## src/rtl/program_loader.sv

```systemverilog
// program_loader: loads a length-prefixed big-endian byte stream into instruction memory while holding the CPU in reset.
// Optional trailing XOR checksum byte is enabled by defining LOADER_CHECKSUM_EN.
module program_loader #(
    parameter int size    = 32,
    parameter int MemSize = 512,
    parameter int AW      = 9
) (
    input  logic            clk,
    input  logic            reset,
    input  logic            in_valid,
    input  logic [7:0]      in_data,
    output logic            in_ready,
    input  logic            load_req,
    output logic            imem_we,
    output logic [AW-1:0]   imem_addr,
    output logic [size-1:0] imem_wdata,
    output logic            cpu_reset,
    output logic            done,
    output logic [1:0]      err_code,
    output logic [AW:0]     words_loaded
);
    typedef enum logic [2:0] {LEN_HI, LEN_LO, DATA, CHECK, DONE, ERR} state_t;
    localparam logic [15:0] LP_MEM = 16'(MemSize);
`ifdef LOADER_CHECKSUM_EN
    localparam state_t LP_TAIL = CHECK;
`else
    localparam state_t LP_TAIL = DONE;
`endif
    state_t          r_state, w_next;
    logic [7:0]      r_len_hi;
    logic [AW:0]     r_len;
    logic [AW:0]     r_words;
    logic [1:0]      r_bcnt;
    logic [size-9:0] r_word;
    logic            r_we;
    logic [AW-1:0]   r_addr;
    logic [size-1:0] r_wdata;
    logic [1:0]      r_err;
`ifdef LOADER_CHECKSUM_EN
    logic [7:0]      r_csum;
`endif
    logic            w_xfer;
    logic            w_restart;
    logic [15:0]     w_n;
    logic [size-1:0] w_word;

    assign w_xfer       = in_valid && in_ready;
    assign w_restart    = load_req && (r_state == DONE || r_state == ERR);
    assign w_n          = {r_len_hi, in_data};
    assign w_word       = {r_word, in_data};
    assign imem_we      = r_we;
    assign imem_addr    = r_addr;
    assign imem_wdata   = r_wdata;
    assign err_code     = r_err;
    assign words_loaded = r_words;

    // state register
    always_ff @(posedge clk) begin
        r_state <= reset ? LEN_HI : w_next;
    end

    // next-state: leave DATA only on the edge that ends the last write pulse
    always_comb begin
        w_next = r_state;
        case (r_state)
            LEN_HI:    if (w_xfer) w_next = LEN_LO;
            LEN_LO:    if (w_xfer) w_next = (w_n > LP_MEM) ? ERR : (w_n == 16'd0) ? LP_TAIL : DATA;
            DATA:      if (r_we && r_words == r_len) w_next = LP_TAIL;
`ifdef LOADER_CHECKSUM_EN
            CHECK:     if (w_xfer) w_next = (in_data == r_csum) ? DONE : ERR;
`endif
            DONE, ERR: if (load_req) w_next = LEN_HI;
            default:   w_next = LEN_HI;
        endcase
    end

    // outputs decoded from state and the registered write strobe only
    always_comb begin
        in_ready  = (r_state == LEN_HI || r_state == LEN_LO || r_state == DATA || r_state == CHECK) && !r_we;
        cpu_reset = r_state != DONE;
        done      = r_state == DONE;
    end

    // datapath: length capture, word assembly, write strobe, counters and error code
    always_ff @(posedge clk) begin
        if (reset || w_restart) begin
            r_len_hi <= 8'd0;
            r_len    <= '0;
            r_words  <= '0;
            r_bcnt   <= 2'd0;
            r_word   <= '0;
            r_we     <= 1'b0;
            r_addr   <= '0;
            r_wdata  <= '0;
            r_err    <= 2'b00;
`ifdef LOADER_CHECKSUM_EN
            r_csum   <= 8'd0;
`endif
        end else begin
            r_we <= 1'b0;
            if (w_xfer) begin
                case (r_state)
                    LEN_HI: r_len_hi <= in_data;
                    LEN_LO: begin
                        r_len <= w_n[AW:0];
                        if (w_n > LP_MEM) r_err <= 2'b01;
                    end
                    DATA: begin
                        r_bcnt <= r_bcnt + 2'd1;
                        r_word <= w_word[size-9:0];
`ifdef LOADER_CHECKSUM_EN
                        r_csum <= r_csum ^ in_data;
`endif
                        if (r_bcnt == 2'd3) begin
                            r_we    <= 1'b1;
                            r_wdata <= w_word;
                            r_addr  <= r_words[AW-1:0];
                            r_words <= r_words + 1'b1;
                        end
                    end
`ifdef LOADER_CHECKSUM_EN
                    CHECK: if (in_data != r_csum) r_err <= 2'b10;
`endif
                    default: ;
                endcase
            end
        end
    end
endmodule

```

## config.mk

```make
export PLATFORM = sky130hd
export DESIGN_NAME = program_loader
export DESIGN_NICKNAME = d
export VERILOG_FILES = /design/src/rtl/program_loader.sv
export SDC_FILE = /design/constraint.sdc
export NUM_CORES = 1
export LEC_CHECK = 0
export ABC_AREA = 1
export CAP_MARGIN = 15
export CORE_MARGIN = 1.5
export CORE_UTILIZATION = 45
export DETAILED_ROUTE_END_ITERATION = 10
export MAX_ROUTING_LAYER = met4
export PLACE_DENSITY_LB_ADDON = 0.15
export SYNTH_ARGS = -nofsm -noshare
export SYNTH_HDL_FRONTEND = slang
export SYNTH_SLANG_ARGS = --single-unit
```

## constraint.sdc

```tcl
create_clock -name clk -period 1.36 [get_ports clk]
set_input_delay 0.272 -clock clk [delete_from_list [all_inputs] [get_ports clk]]
set_output_delay 0.272 -clock clk [all_outputs]
set_load 0.05 [all_outputs]
```

# After elaboration in Yosys (flattened, before gate mapping)
# Index checks and enable logic that the tools add are counted.
# totals
regBits	100
in_bits	12
out_inout_bits	57
wordCells	55
# classes
n_addsub	2
order_cmp	1
eq_ne	12
n_mux	8
n_bitwise	2
n_reduce_logical	20
# ops
cell	n
$mux 3	6
$gt 16x10->1 const B	1
$logic_not 16->1	1
$pmux 3 s4	1
$add 10x1->10 const B	1
$eq 10x10->1	1
$ne 2x2->1 const B	4
$eq 3x2->1 const B	2
$eq 3x3->1 const B	2
$reduce_and 2->1	3
$reduce_and 3->1	2
$logic_or 1x1->1	5
$logic_and 1x1->1	4
$reduce_and 4->1	1
$eq 3x1->1 const B	1
$logic_not 3->1	1
$ne 3x3->1 const B	1
$reduce_or 3->1	1
$add 2x1->2 const B	1
$eq 2x2->1 const B	1
$not 1->1	2
$reduce_or 2->1	1
$logic_not 1->1	1
$mux 1	1

# Logic depth before layout (Yosys ltp)
# logic_depth
ltp_word	8
mapped_depth	11

# Worst setup path after synthesis
# Ideal clock, no wire load.
# synth_path
path_kind	register to output
startpoint	register r_state[2]
endpoint	output cpu_reset
arrival_time_ns	1.701
required_ns	1.088
setup_slack_ns	-0.613
path_stages_with_launch	4
n_path_buf	0
path_cell_list	dfxtp_1 > nand2_1 > nor2_1 > inv_1
# synth_between
elab_chain_len	1
# synth_rtl
element	line	rtl
from (decl)	29	state_t r_state, w_next;
from (signal assigned)	59	r_state <= reset ? LEN_HI : w_next;
$ne 3x3->1	80	cpu_reset = r_state != DONE;
to (decl)	17	output logic cpu_reset,
# No other way between the ends.

# Final worst setup path
# layout_path
startpoint	register r_state[2]
endpoint	register r_words[4] (netlist: words_loaded[4])
# layout_between
elab_chain_len	7
elab_cells_between_ends	15
cone_classes	eq/ne (5); reduce/logical (10)
# layout_rtl
element	line	rtl
$eq 3x1->1 or $logic_not 3->1 (tied branches)	79	in_ready = (r_state == LEN_HI || r_state == LEN_LO || r_state == DATA || r_state == CHECK) && !r_we;
$logic_or 1x1->1 (3 in a row)	79	
$logic_and 1x1->1	79	
$logic_and 1x1->1	47	assign w_xfer = in_valid && in_ready;
$reduce_and 3->1 (no line)	-	
to (signal assigned)	118	r_words <= r_words + 1'b1;
to (decl)	32	logic [AW:0] r_words;
# Several ways; a longest one is shown, not always the timed one.
# A chain may end at the register's enable or synchronous reset.

==> results.sh <==
export IMPL_status="complete, but fails checks"
export IMPL_violations="negative setup slack"
export IMPL_wirelength_um=15200
export IMPL_finalWeightedCongestion=0.887
export IMPL_timing_final_max_slew_violations=0
export IMPL_power_total_mw=9.52
export IMPL_synth_warnings=0
export IMPL_ff2ff_path_depth=8
export IMPL_antenna_cells=0
export IMPL_final_cell_mix="84 x dfxtp_1, 66 x buf_12, 60 x nand2_1"
export IMPL_power_clock_fraction_pct=21.1
export IMPL_leakagePower_nw=2.72
export IMPL_die_h_um=96.2
export IMPL_synth_area_top_cells="dfxtp_1 51%, a21oi_1 7.7%, nand2_1 7.1%"
export IMPL_hold_start="r_word[19]"
export IMPL_critPathCaptureType="register"
export IMPL_startpoint_type="register"
export IMPL_fin_ws_ns=-0.264
export IMPL_clockBufferDepth=2
export IMPL_r2r_setup_slack_ns=-0.26
export IMPL_grt_pass1_vias=4010
export IMPL_mappedNetlistArea_mm2=0.00391
export IMPL_switchingPower_mw=3.71
export IMPL_ctsHtreeMaxLevel=3
export IMPL_cts_tree="done"
export IMPL_syn_area_per_cell_um2=7.77
export IMPL_finalSetupViolations=102
export IMPL_seq_area_frac_synth_pct=51.2
export IMPL_drive_above_1_share_pct=50.5
export IMPL_grt_pass1_wl_um=20100
export IMPL_clk_transition_reported_paths_ns=0.11
export IMPL_die_w_um=96.2
export IMPL_wl_per_cell_um=20.0
export IMPL_critical_path_arrival_ns=1.89
export IMPL_pwr_share_comb_pct=39.9
export IMPL_power_density_mw_per_mm2=1360
export IMPL_period_minus_slack_ns=1.62
export IMPL_fmax_mhz=616
export IMPL_maxCapViolCount=0
export IMPL_antenna_found_initial=0
export IMPL_grt_setup_unrepaired="yes"
export IMPL_cts_root_buf="clkbuf_8"
export IMPL_min_path_cells=2
export IMPL_drc=0
export IMPL_grt_util_all_layers_pct=29.6
export IMPL_postRouteAntennaNets=0
export IMPL_grt_overflow_total=0
export IMPL_die_area_mm2=0.00925
export IMPL_hold_buffers=0
export IMPL_ir_drop_uv=972
export IMPL_r2r_start="r_state[2]"
export IMPL_worstSetupPathType="register to register"
export IMPL_layout_commonest_cell="dfxtp_1"
export IMPL_vias_per_cell=5.81
export IMPL_ys_seq_elements=100
export IMPL_synthCells=503
export IMPL_start_util_pct=47.1
export IMPL_numPortBuffers=67
export IMPL_swShare_pct=38.9
export IMPL_yosys_area_top_type_share_pct=51.2
export IMPL_yosysTopAreaCell="dfxtp_1"
export IMPL_grt_max_degree=30
export IMPL_dp_hpwl_um=7350
export IMPL_internal_power_mw=5.82
export IMPL_cts_buffers=9
export IMPL_coreArea_mm2=0.00830
export IMPL_required_ns=1.63
export IMPL_area_delta_synth_final_pct=79.4
export IMPL_pin_count=69
export IMPL_nNetsFinal=663
export IMPL_fin_crit_sh_pct=119
export IMPL_critical_path_peak_fanout=9
export IMPL_clock_sinks=100
export IMPL_clk_latency_ns=0.38
export IMPL_holdWs_ns=0.465
export IMPL_std_cell_rows=33
export IMPL_synth_distinct_cells=32
export IMPL_hold_viol=0
export IMPL_r2r_end="words_loaded[4]"
export IMPL_hold_end="imem_wdata[27]"
export IMPL_syn_num_nets=517
export IMPL_vias=4413
export IMPL_drt_iter0_markers=538
export IMPL_finClkSkew_ns=0.0151
export IMPL_fill_cells=403
export IMPL_first_pass_iters=5
export IMPL_p_seq_share_pct=39.0
export IMPL_hp_class="register to register"
logic make-up after synthesis:
family          after synthesis  share of synthesized area [%]
other cells                   1                         0.0960
buf+inv                      72                           7.94
flops                       100                           51.2
compound gates              140                           18.7
xor+xnor                      5                           1.12
fa+ha+maj                     2                          0.640
simple gates                183                           20.3
timing repair:
item | in CTS | in global routing
gates resized for setup | 147 | 118
endpoints found under the setup margin | 93 | 103
pin swaps | 15 | 18
buffers inserted | 13 | 14
cloned | 11 | 1
how the worst max path moves through the flow:
stage / from / to
final: r_state[2] / words_loaded[4]
after global routing: r_state[1] / words_loaded[4]
after CTS: r_state[1] / cpu_reset
after detailed placement: in_valid / r_len[2]
after global placement: in_valid / r_len[1]
after floorplan: imem_we / imem_addr[2]
final cells by class:
type	count	area [um2]	area share [%]
clock inverters	6	71.3	1.02
inverters	47	206	2.94
repair inverters	3	26.3	0.375
repair buffers	157	2220	31.6
clock buffers	10	128	1.82
flip-flops and latches	100	2040	29.1
multi-input cells	331	2190	31.3
well taps	105	131	1.87
sequential cells by signal (all words and copies together), names as in the netlist:
name / cells
err_code: 1
r_len: 10
r_word: 24
imem_wdata: 32
imem_addr: 9
r_bcnt: 2
imem_we: 1
r_len_hi: 8
r_state: 3
words_loaded: 10
power groups by stage:
stage | registers [mW] | logic, mW | clock network, mW
6_report | 3.72 | 3.80 | 2.01
3_3_place_gp | 3.58 | 2.06 | 0
2_1_floorplan | 3.57 | 1.35 | 0
5_1_grt | 3.74 | 3.98 | 2.09
4_1_cts | 3.60 | 3.03 | 1.96
3_5_place_dp | 3.60 | 2.14 | 0
cells in the mapped netlist, drive strengths merged:
library cell	n
nor3	12
nand4	2
nand2	78
nand3b	1
xor2	2
clkinv	2
nand3	18
o21a	2
buf	19
ha	2
inv	45
xnor2	3
a31oi	1
clkbuf	6
a211oi	5
dfxtp	100
nor2	72
conb	1
o21ai	72
a21oi	60
metrics by stage:
step           worst slack, ns  utilization (%)  instance area, um2  std cells  TNS, ns
6_report                -0.264             84.5                7010        759   -13.45
5_1_grt                 -0.393             84.5                7010        759   -19.96
4_1_cts                 -0.241             78.9                6550        748    -8.37
3_5_place_dp            -0.347             68.6                5690        709   -25.52
3_3_place_gp            -0.303             68.6                5690        709   -24.12
2_1_floorplan           -0.230                -                3980        503   -15.78
routing by layer:
layer	share of wire [%]	GRT usage, %
met1	38	35.4
met2	50	49.5
met3	7.4	5.85
met4	4.4	10.5
met5	0	-
worst max-delay path: stages (launching register included):
cell      delay (ns)
dfxtp_4         0.38
nor2_4          0.14
nand2_4         0.11
nor2_8          0.19
nand2_8         0.12
inv_8           0.09
buf_12          0.12
a21oi_1         0.08
a211oi_1        0.28
(Power assumes the default switching activity.)
